==> src/rtl/sw_run_ctrl.sv <==
//------------------------------------------------------------------------------
// sw_run_ctrl : run-level sequencer for the Smith-Waterman accelerator.
// Rev 1.0 : load-T / calculate sequencing, watchdog, best-score reduction.
//------------------------------------------------------------------------------
`default_nettype none

module sw_run_ctrl #(
  parameter int VEF_BIT     = 10,
  parameter int MATCH_BIT   = 4,
  parameter int ACK_TIMEOUT = 16,
  parameter int CLR_CYCLES  = 2
) (
  input  logic               clk,
  input  logic               rst,
  input  logic               i_set_t,
  input  logic               i_start_cal,
  input  logic [MATCH_BIT-1:0] i_match,
  input  logic [MATCH_BIT-1:0] i_mismatch,
  input  logic [7:0]         i_minusAlpha,
  input  logic [7:0]         i_minusBeta,
  input  logic               i_param_valid,
  input  logic               i_sram_busy,
  input  logic               i_pe_busy,
  input  logic [VEF_BIT-1:0] i_pe_result,
  input  logic               i_pe_valid,
  output logic               o_start_read_t,
  output logic               o_start_cal,
  output logic               o_clr,
  output logic [VEF_BIT-1:0] o_post_match,
  output logic [VEF_BIT-1:0] o_post_mismatch,
  output logic [VEF_BIT-1:0] o_post_alpha,
  output logic [VEF_BIT-1:0] o_post_beta,
  output logic               o_busy_w,
  output logic [VEF_BIT-1:0] o_result,
  output logic               o_valid,
  output logic               o_err
);

  localparam int WD_W  = $clog2(ACK_TIMEOUT + 1);
  localparam int CLR_W = $clog2(CLR_CYCLES + 1);
  localparam logic [WD_W-1:0]  WD_LAST  = WD_W'(ACK_TIMEOUT - 1);
  localparam logic [CLR_W-1:0] CLR_LAST = CLR_W'(CLR_CYCLES - 1);

  typedef enum logic [2:0] {
    ST_IDLE     = 3'd0,
    ST_SETT_ACK = 3'd1,
    ST_SETT_RUN = 3'd2,
    ST_CALC_ACK = 3'd3,
    ST_CALC_RUN = 3'd4,
    ST_CLEAR    = 3'd5
  } state_t;

  state_t              state_q;
  logic                t_loaded_q;
  logic                param_ok_q;
  logic [WD_W-1:0]     wd_q;
  logic [CLR_W-1:0]    clr_cnt_q;
  logic [VEF_BIT-1:0]  best_q;
  logic [VEF_BIT-1:0]  best_d;
  logic [VEF_BIT-1:0]  result_q;
  logic [VEF_BIT-1:0]  post_match_q;
  logic [VEF_BIT-1:0]  post_mismatch_q;
  logic [VEF_BIT-1:0]  post_alpha_q;
  logic [VEF_BIT-1:0]  post_beta_q;
  logic                start_read_t_q;
  logic                start_cal_q;
  logic                clr_q;
  logic                valid_q;
  logic                err_q;

  // Folding the current beat into the max lets the final beat of a run,
  // arriving together with the busy fall, still reach o_result.
  assign best_d = (i_pe_valid && (i_pe_result > best_q)) ? i_pe_result : best_q;

  always_ff @(posedge clk or posedge rst) begin
    if (rst) begin
      state_q         <= ST_IDLE;
      t_loaded_q      <= 1'b0;
      param_ok_q      <= 1'b0;
      wd_q            <= '0;
      clr_cnt_q       <= '0;
      best_q          <= '0;
      result_q        <= '0;
      post_match_q    <= '0;
      post_mismatch_q <= '0;
      post_alpha_q    <= '0;
      post_beta_q     <= '0;
      start_read_t_q  <= 1'b0;
      start_cal_q     <= 1'b0;
      clr_q           <= 1'b0;
      valid_q         <= 1'b0;
      err_q           <= 1'b0;
    end else begin
      start_read_t_q <= 1'b0;
      start_cal_q    <= 1'b0;
      valid_q        <= 1'b0;
      err_q          <= 1'b0;
      case (state_q)
        ST_IDLE: begin
          if (i_param_valid) begin
            post_match_q    <= VEF_BIT'(i_match);
            post_mismatch_q <= VEF_BIT'(i_mismatch);
            post_alpha_q    <= VEF_BIT'(i_minusAlpha);
            post_beta_q     <= VEF_BIT'(i_minusBeta);
            param_ok_q      <= 1'b1;
          end
          if (i_set_t) begin
            if (!i_sram_busy) begin
              start_read_t_q <= 1'b1;
              t_loaded_q     <= 1'b0;
              wd_q           <= '0;
              state_q        <= ST_SETT_ACK;
            end
          end else if (i_start_cal) begin
            if (!(t_loaded_q && param_ok_q)) begin
              err_q <= 1'b1;
            end else if (!i_pe_busy) begin
              start_cal_q <= 1'b1;
              best_q      <= '0;
              wd_q        <= '0;
              state_q     <= ST_CALC_ACK;
            end
          end
        end
        ST_SETT_ACK: begin
          if (i_sram_busy) begin
            wd_q    <= '0;
            state_q <= ST_SETT_RUN;
          end else if (wd_q == WD_LAST) begin
            err_q   <= 1'b1;
            wd_q    <= '0;
            state_q <= ST_IDLE;
          end else begin
            wd_q <= wd_q + WD_W'(1);
          end
        end
        ST_SETT_RUN: begin
          if (!i_sram_busy) begin
            t_loaded_q <= 1'b1;
            state_q    <= ST_IDLE;
          end
        end
        ST_CALC_ACK: begin
          best_q <= best_d;
          if (i_pe_busy) begin
            wd_q    <= '0;
            state_q <= ST_CALC_RUN;
          end else if (wd_q == WD_LAST) begin
            err_q   <= 1'b1;
            wd_q    <= '0;
            state_q <= ST_IDLE;
          end else begin
            wd_q <= wd_q + WD_W'(1);
          end
        end
        ST_CALC_RUN: begin
          best_q <= best_d;
          if (!i_pe_busy) begin
            result_q  <= best_d;
            valid_q   <= 1'b1;
            clr_q     <= 1'b1;
            clr_cnt_q <= '0;
            state_q   <= ST_CLEAR;
          end
        end
        ST_CLEAR: begin
          if (clr_cnt_q == CLR_LAST) begin
            clr_q     <= 1'b0;
            clr_cnt_q <= '0;
            state_q   <= ST_IDLE;
          end else begin
            clr_cnt_q <= clr_cnt_q + CLR_W'(1);
          end
        end
        default: state_q <= ST_IDLE;
      endcase
    end
  end

  assign o_start_read_t  = start_read_t_q;
  assign o_start_cal     = start_cal_q;
  assign o_clr           = clr_q;
  assign o_valid         = valid_q;
  assign o_err           = err_q;
  assign o_result        = result_q;
  assign o_post_match    = post_match_q;
  assign o_post_mismatch = post_mismatch_q;
  assign o_post_alpha    = post_alpha_q;
  assign o_post_beta     = post_beta_q;
  assign o_busy_w        = (state_q != ST_IDLE) | i_sram_busy | i_pe_busy;

endmodule

`default_nettype wire

==> config.mk <==
export PLATFORM = sky130hd
export DESIGN_NAME = sw_run_ctrl
export DESIGN_NICKNAME = d
export VERILOG_FILES = /design/src/rtl/sw_run_ctrl.sv
export SDC_FILE = /design/constraint.sdc
export NUM_CORES = 1
export LEC_CHECK = 0
export ABC_AREA = 1
export CORE_ASPECT_RATIO = 1.75
export CORE_UTILIZATION = 51
export CTS_CLUSTER_SIZE = 12
export DETAILED_ROUTE_END_ITERATION = 8
export PLACE_DENSITY_LB_ADDON = 0.12
export SYNTH_ARGS = -nofsm -noshare
export SYNTH_HDL_FRONTEND = slang
export SYNTH_SLANG_ARGS = --single-unit
==> constraint.sdc <==
create_clock -name clk -period 3.5 [get_ports clk]
set_clock_uncertainty 0.15 [all_clocks]
set_input_delay 0.525 -clock clk [delete_from_list [all_inputs] [get_ports clk]]
set_output_delay 0.525 -clock clk [all_outputs]
set_load 0.005 [all_outputs]
==> impl_metrics.ini, run 1 <==
[die]
die-area_mm2 = 0.00668
dieWidth_um = 62.2
die_h_um = 107
placementRows = 38
num_io_pins = 98
initial_core_util_pct = 52.3
core-area_mm2 = 0.00618

[grt]
grt_max_degree = 30
grt_usage_pct = 22.3
grt-ovfl-total = 0
grt_pass1_wl_um = 11500
grt_pass1_vias = 2579
antenna_found_initial = 0

[detailed_routing]
drc_errors = 0
viasPerCell = 4.90
dr_total_vias = 2513
routed_wl_um = 6900
drt_iter0_drc = 114
postRouteAntennaNets = 0
dr.pass1.iters = 4
wl_per_cell_um = 13.4

[power]
peakVddDrop_v = 0.000474
p_leak_nw = 2.13
power_density_mw_per_mm2 = 811
finalPower_w = 0.00342

[worst_setup_path]
cp.required_ns = 2.82
crit_type = input pin to primary output
cp_max_fo = 4
reg2reg_depth = 11
start_kind = input pin
cp.arrival_ns = 1.82
crit_path_end_kind = primary output

[clock_network]
cts_tree = done
cts_root_buf = clkbuf_8
clkSlewWorstSetupHoldPaths_ns = 0.06
cts-htree-levels = 3
cts.hold.buffers_added = 0
cts_setup_buffers = 0
clock_sinks = 61
cts_resized = 0
clk_latency_ns = 0.33
cts_buffer_depth = 2
cts_made_buffers = 9

[synthesis]
synth_top_flop_cell = dfrtp_1
synth_simple_gate_area_share_pct = 23.4
synth_enable_flop_cells = 0
yosys_warnings = 0
synth.area.mux_share_pct = 10.6
synth_compound_area_share_pct = 3.52
synth_top_family_by_area = simple AND/OR/NAND/NOR gates
synthCells = 341
synth-adder-area-share_pct = 4.25
synth-async-reset-ratio_pct = 100
syn_area_per_cell_um2 = 9.49
seq_area_frac_synth_pct = 47.2
ys_types = 32
synth-seq-cells = 61
syn_area_mm2 = 0.00324
synth_xor_area_share_pct = 0.271

[placed_design]
portBuffers = 81
dp_hpwl_um = 5300
place.gp.congestion = 0.859

[final_layout]
multi_input_area_mm2 = 0.00142
drive_above_1_share_pct = 15.2
finalNetCount = 482
area_growth_pct = 30.5
num_antenna_cells = 0
final.fill_count = 511
regArea_mm2 = 0.00153

[status]
status = finished, final reports clean

[sta]
min_period_over_period_pct = 71.2
slew_headroom_pct = 61.1
final.setup.tns_ns = 0
worst_pin_slew_ns = 0.583
slew_violations = 0
fmax_mhz = 402
min_period_ns = 2.49
hold_viol_final = 0
finalSetupViolations = 0
rsz0062_at_grt = false

[hold_path]
hold_path_depth = 2
hold_path_class = flip-flop to flip-flop

[run]
max-cap-violations = 0
-- Yosys cell counts, types with 4 or more instances --
cell | count | area [um^2]
nand2_1 | 87 | 327
dfrtp_1 | 61 | 1530
nand3_1 | 41 | 205
inv_1 | 37 | 139
mux2_4 | 19 | 285
buf_4 | 16 | 120
ha_1 | 11 | 138
inv_2 | 7 | 26.3
nor2_1 | 7 | 26.3
o21ai_0 | 6 | 30.0
a21oi_1 | 5 | 25.0
mux2_2 | 5 | 56.3
buf_6 | 4 | 45.0
nand2_2 | 4 | 25.0
nand4_1 | 4 | 25.0
-- metal layers --
layer  vias to the layer above  track usage [%]  part of all wire [%]  wire length (um)
li1                       1238                -                     -                 -
met5                         -                0                     0                 0
met1                      1167             23.0                    38              2600
met4                         0             16.8                   3.8               263
met2                        87             39.2                    54              3700
met3                        21             4.45                   4.8               333
-- cell type report --
cell class / instances / area share, %
flip-flops and latches: 61 / 36.1
multi-input cells: 228 / 33.6
repair buffers: 84 / 19.7
inverters: 45 / 4.06
clock buffers: 13 / 3.29
well taps: 80 / 2.37
clock inverters: 2 / 0.829
-- registers in the layout (all words and copies together), names as in the netlist --
name and count:
o_post_beta 8, best_q 10, state_q 3, o_start_read_t 1, clr_cnt_q 2, o_valid 1
o_post_match 4, o_err 1, o_clr 1, o_post_alpha 8, o_post_mismatch 4, param_ok_q 1
o_start_cal 1, o_result 10, wd_q 5, t_loaded_q 1
-- final timing paths --
path | from | slack [ns] | end
min | best_q[2] | 0.33 | best_q[2]
max in group asynchronous | rst | 2.10 | state_q[1]
min reg2reg | best_q[2] | 0.33 | best_q[2]
max reg2reg | best_q[9] | 1.37 | o_result[2]
min in group asynchronous | rst | 0.42 | o_post_mismatch[3]
max | i_sram_busy | 1.01 | o_busy_w
-- kinds of logic after synthesis --
logic type / Yosys count
fa+ha+maj: 11
mux: 24
simple gates: 157
compound gates: 19
xor+xnor: 1
other cells: 1
flops: 61
buf+inv: 67
-- worst max-delay path, cell delays in order --
cell             delay (ns)
clkdlybuf4s50_1        0.56
inv_1                  0.12
nand3_1                0.10
clkdlybuf4s50_1        0.51
-- placed cells by master, fill, tap and decap left out, types with 3 or more instances in the layout --
master | synthesis | final
nor2_1 | 7 | 7
inv_1 | 37 | 36
nor2_2 | 3 | 3
nand4_1 | 4 | 4
nand2_1 | 87 | 87
a21oi_1 | 5 | 5
o21ai_0 | 6 | 6
inv_2 | 7 | 8
ha_1 | 11 | 11
clkdlybuf4s50_1 | 0 | 81
clkbuf_8 | 0 | 9
buf_4 | 16 | 3
nor2_4 | 3 | 3
dfrtp_1 | 61 | 61
conb_1 | 1 | 16
clkbuf_1 | 0 | 4
mux2_2 | 5 | 5
mux2_4 | 19 | 19
nand2_2 | 4 | 4
nand3_1 | 41 | 41
-- stage by stage --
stage / instances / utilization [%] / hold slack, ns / setup WS (ns) / instance area (um^2)
after CTS: 513 / 68.3 / 0.332 / 0.997 / 4220
final: 513 / 68.3 / 0.331 / 1.01 / 4220
after detailed placement: 498 / 65.5 / 0.316 / 0.822 / 4050
after floorplan: 356 / - / 0.295 / 1.31 / 3290
after global routing: 513 / 68.3 / 0.351 / 0.944 / 4220
after global placement: 498 / 65.5 / 0.309 / 0.857 / 4050
-- report_power, final --
group / switching (W) / total [W] / internal [W]
registers: 0.000188 / 0.00120 / 0.00101
logic: 0.000751 / 0.00165 / 0.000899
clock network: 0.000248 / 0.000573 / 0.000325
Note: power is estimated with default switching activity, not from simulation.
==> run 2, diff against run 1 <==
- CORE_UTILIZATION: 51 -> 43
- clock period: 3.5 -> 2.2 ns (I/O delays scaled with it)
==> run 2 against run 1 <==
Sequential cell count did not move; via count fell by 0.20%; sequential power rose by 59%; hold slack got worse by 0.097 ns; die area rose by 18%; first-iteration DRC count rose by 23%; clock power rose by 110%; non-clock buffer count rose by 7; critical endpoint unchanged; largest cell class unchanged; largest power group unchanged.
==> impl_metrics.ini, run 2 (synthesis gave the netlist of run 1 again) <==
[run]
max-cap-violations = 0

[final_layout]
layout_commonest_cell = nand2_1
instances_no_fill = 524
final_util_pct = 60.7
drive_above_1_share_pct = 16.9
area_growth_pct = 35.7
num_antenna_cells = 0
mostFrequentLayoutCells = nand2_1 (87), clkdlybuf4s50_1 (81), dfrtp_1 (61)
finalNetCount = 489

[die]
placementRows = 41
core-area_mm2 = 0.00723
die-area_mm2 = 0.00789
dieWidth_um = 67.6
initial_core_util_pct = 44.7
num_io_pins = 98
die_h_um = 117

[sta]
fmax_mhz = 474
finalSetupViolations = 0
rsz0062_at_grt = false
final.setup.tns_ns = 0
min_period_ns = 2.11
slew_violations = 0
min_period_over_period_pct = 96.0
whs_ns = 0.234
hold_viol_final = 0

[worst_setup_path]
slowest_delay_ns = 0.46
cp_max_fo = 4
worst_path_max_delay_cell = clkdlybuf4s50_1
crit_start = state_q[1]
r2r_slack_ns = 0.34
reg2reg_depth = 10
cp.arrival_ns = 1.63
cp.required_ns = 1.72
crit_path_end_kind = primary output
crit_type = flip-flop to primary output
r2r_start = best_q[9]
crit_chain = inv_2 -> nand2_4 -> nor2_8 -> nand3_1 -> clkdlybuf4s50_1
start_kind = flip-flop

[detailed_routing]
wl_per_cell_um = 13.1
dr.pass1.iters = 4
drt_iter0_drc = 140
drc_errors = 0
viasPerCell = 4.79
dr_total_vias = 2508
routed_wl_um = 6880
postRouteAntennaNets = 0

[placed_design]
place.gp.congestion = 0.854
portBuffers = 81
dp.cells = 509
dp_hpwl_um = 5160

[clock_network]
clkSlewWorstSetupHoldPaths_ns = 0.05
cts_tree = done
cts_buffer_depth = 2
cts_resized = 0
cts_made_buffers = 9
cts_root_buf = clkbuf_16
cts-htree-levels = 3
clk_latency_ns = 0.32
clock_sinks = 61

[power]
internal_power_w = 0.00386
power_frac_comb_pct = 46.2
power_density_mw_per_mm2 = 1320
p_leak_nw = 2.21
power.share.clock_pct = 20.8
peakVddDrop_v = 0.000733
finalPower_w = 0.00578
p_sw_w = 0.00192
swShare_pct = 33.2
sequentialPowerShare_pct = 33.0

[grt]
use_met1_pct = 22.3
grt_pass1_vias = 2509
grt-busiest-layer = met2
grtUsageMet2_pct = 33.7
antenna_found_initial = 0
grt_max_degree = 62
met3_usage_pct = 5.86
grt-ovfl-total = 0
grt_usage_pct = 19.9
grt_pass1_wl_um = 11400

[status]
status = finished, final reports clean

[hold_path]
hold_path_class = input pin to async pin
## run 2: final cells by class
cell class	count	area [um^2]
fillers	640	2840
clock buffers	11	243
flip-flops and latches	61	1530
inverters	45	171
repair buffers	91	911
multi-input cells	228	1420
clock inverters	2	12.5
well taps	86	108
## run 2: path summary, 6_finish.rpt
| path | endpoint |
|---|---|
| min | o_post_mismatch[3] |
| min in group clk | o_result[8] |
| min reg2reg | o_result[8] |
| max | o_busy_w |
| max reg2reg | best_q[9] |
| max in group asynchronous | wd_q[0] |
## run 2: what timing repair did
item | CTS | global route
setup buffers | 0 | 2
setup endpoints to repair | 0 | 1
hold endpoints to repair | 0 | 0
hold buffers | 0 | 0
## run 2: power groups by stage
stage	Sequential (W)	Clock [W]	Combinational, W
finish	0.00191	0.00120	0.00267
global route	0.00197	0.00129	0.00297
CTS	0.00191	0.00125	0.00269
detailed placement	0.00191	0	0.00268
global placement	0.00191	0	0.00265
floorplan	0.00191	0	0.00160
## run 2: worst max-delay path, delay by kind of cell (launching register included)
kind                   cells  cell delay [ns]
AND/OR/NAND/NOR            3             0.30
buffers and inverters      2             0.59
flip-flops                 1             0.43
## run 2: per-layer routing
metal  routed length [um]  vias to the layer above  part of all wire, %
met2                 3630                       70                   53
met1                 2760                     1176                   40
li1                     -                     1255                    -
met3                  386                        7                  5.6
met5                    0                        -                    0
met4                  103                        0                  1.5
## run 2: through the flow
step	area (um^2)	setup slack, ns
after CTS	4380	0.0299
after floorplan	3290	0.207
final	4390	0.0886
after global placement	4120	-0.0324
after global routing	4390	0.0118
after detailed placement	4120	-0.0728
==> run 3, diff against run 2 <==
- CORE_UTILIZATION: 43 -> 47
- SLEW_MARGIN: not set -> 5
- clock period: 2.2 -> 2.1 ns (I/O delays scaled with it)
==> run 3 against run 2 <==
Sequential share of layout area down 0.50 points; total power is 11% higher; core utilization rose by 7.0 points; sequential power grew 5%; highest routed layer unchanged; combinational power grew 5%; routed wire length grew 5.0%; non-clock buffer count up 1; largest cell class unchanged; first-iteration DRC count increased by 7.1%; sequential cell count did not move; hold slack got worse by 0.013 ns; critical path type is now input pin to flip-flop.
==> impl_metrics.ini, run 3 (synthesis gave the netlist of run 1 again) <==
[worst_setup_path]
crit_buf_inv = 3
cp.required_ns = 2.17
crit_start = i_pe_result[9]
cpMostUsedCell = nand2_1
r2r_slack_ns = 0.21
slowest_delay_ns = 0.43
cp_top_family = simple AND/OR/NAND/NOR gates
worst_path_max_delay_cell = clkdlybuf4s50_1
crit_path_end_kind = flip-flop
crit_chain = clkdlybuf4s50_1 -> ha_1 -> nand2_1 -> nor2_2 -> nand3b_1 -> nand2_1 -> inv_1 -> nand2_1 -> buf_4 -> nand2_1 -> nand3_1 -> nand2_1
r2r_start = best_q[9]
cp.arrival_ns = 2.01
r2r-end = o_result[0]
cp.depth = 12
crit_type = input pin to flip-flop
cp_max_fo = 5
cp-endpoint = o_result[0]
start_kind = input pin
reg2reg_depth = 12

[sta]
rsz0062_at_grt = false
fmax_mhz = 515
hold_viol_final = 0
min_period_ns = 1.94
finalSetupViolations = 0
slew_violations = 0
min_period_over_period_pct = 92.5
fin_ws_ns = 0.157

[placed_design]
place.gp.congestion = 0.794
placed_cell_area_mm2 = 0.00411
place_ws_ns = -0.220
dp_hpwl_um = 5320
portBuffers = 81

[clock_network]
cts_root_buf = clkbuf_16
clkSlewWorstSetupHoldPaths_ns = 0.05
cts_made_buffers = 9
cts_tree = done
cts.hold.buffers_added = 0
clk_latency_ns = 0.33
clock_sinks = 61
cts-htree-levels = 3
cts_buffer_depth = 2

[power]
power_density_mw_per_mm2 = 1440
finalPower_w = 0.00642
p_leak_nw = 2.25
peakVddDrop_v = 0.000783

[status]
status = finished, final reports clean

[final_layout]
mostFrequentLayoutCells = nand2_1 (87), clkdlybuf4s50_1 (80), dfrtp_1 (60)
regArea_mm2 = 0.00153
area_growth_pct = 37.8
final.fill_count = 549
num_antenna_cells = 0
layout_commonest_cell = nand2_1
drive_above_1_share_pct = 18.1
finalNetCount = 490
final_area_mm2 = 0.00446
multi_input_area_mm2 = 0.00142

[hold_path]
hold_path_class = input pin to async pin

[die]
dieWidth_um = 64.7
die_h_um = 112
initial_core_util_pct = 49.1
die-area_mm2 = 0.00723
num_io_pins = 98
core-area_mm2 = 0.00659
placementRows = 39

[detailed_routing]
drt_iter0_drc = 150
viasPerCell = 4.96
postRouteAntennaNets = 0
dr.pass1.iters = 5
wl_per_cell_um = 13.8
drc_errors = 0
routed_wl_um = 7220
dr_total_vias = 2598

[grt]
grt_pass1_wl_um = 11800
antenna_found_initial = 0
grt-ovfl-total = 0
grt_usage_pct = 21.7
grt_pass1_vias = 2621
grt_max_degree = 62

[run]
max-cap-violations = 0
[run 3: what timing repair did]
action	in CTS	in global routing
buffers inserted	2	0
gates resized for setup	0	3
endpoints found under the setup margin	1	19
[run 3: tightest hold or removal path, delay by kind of cell]
kind | cells | cell delay, ns
buffers and inverters | 3 | 0.78
[run 3: routing by layer]
layer	vias to the layer above	track usage, %	share of wire, %
met5	-	0	0
met4	0	15.0	4.3
met3	23	5.53	5.2
met2	87	36.0	53
met1	1230	23.5	38
li1	1258	-	-
[run 3: layout make-up]
class	count	share of cell area, %
clock buffer	12	5.75
timing repair buffer	92	20.4
sequential	61	34.3
clock inverter	4	1.57
inverter	45	3.85
multi-input combinational	228	31.9
tap	82	2.30
[run 3: worst min-delay path by stage]
stage | endpoint | startpoint
global placement | param_ok_q | param_ok_q
global route | o_post_match[3] | rst
finish | o_post_alpha[1] | rst
floorplan | param_ok_q | param_ok_q
CTS | o_post_alpha[3] | rst
detailed placement | best_q[5] | best_q[5]
[run 3: where the power goes]
group,leakage [nW],internal [W],switching (W)
Clock,0.163,0.00110,0.000505
Combinational,1.33,0.00154,0.00127
Sequential,0.750,0.00169,0.000306
[run 3: metrics by stage]
step | TNS, ns | cells | hold WS, ns | util (%)
after floorplan | 0 | 356 | 0.295 | -
after global placement | -3.09 | 506 | 0.310 | 62.4
after detailed placement | -3.97 | 506 | 0.315 | 62.4
after CTS | 0 | 524 | 0.226 | 67.6
after global routing | 0 | 524 | 0.256 | 67.7
final | 0 | 524 | 0.221 | 67.7
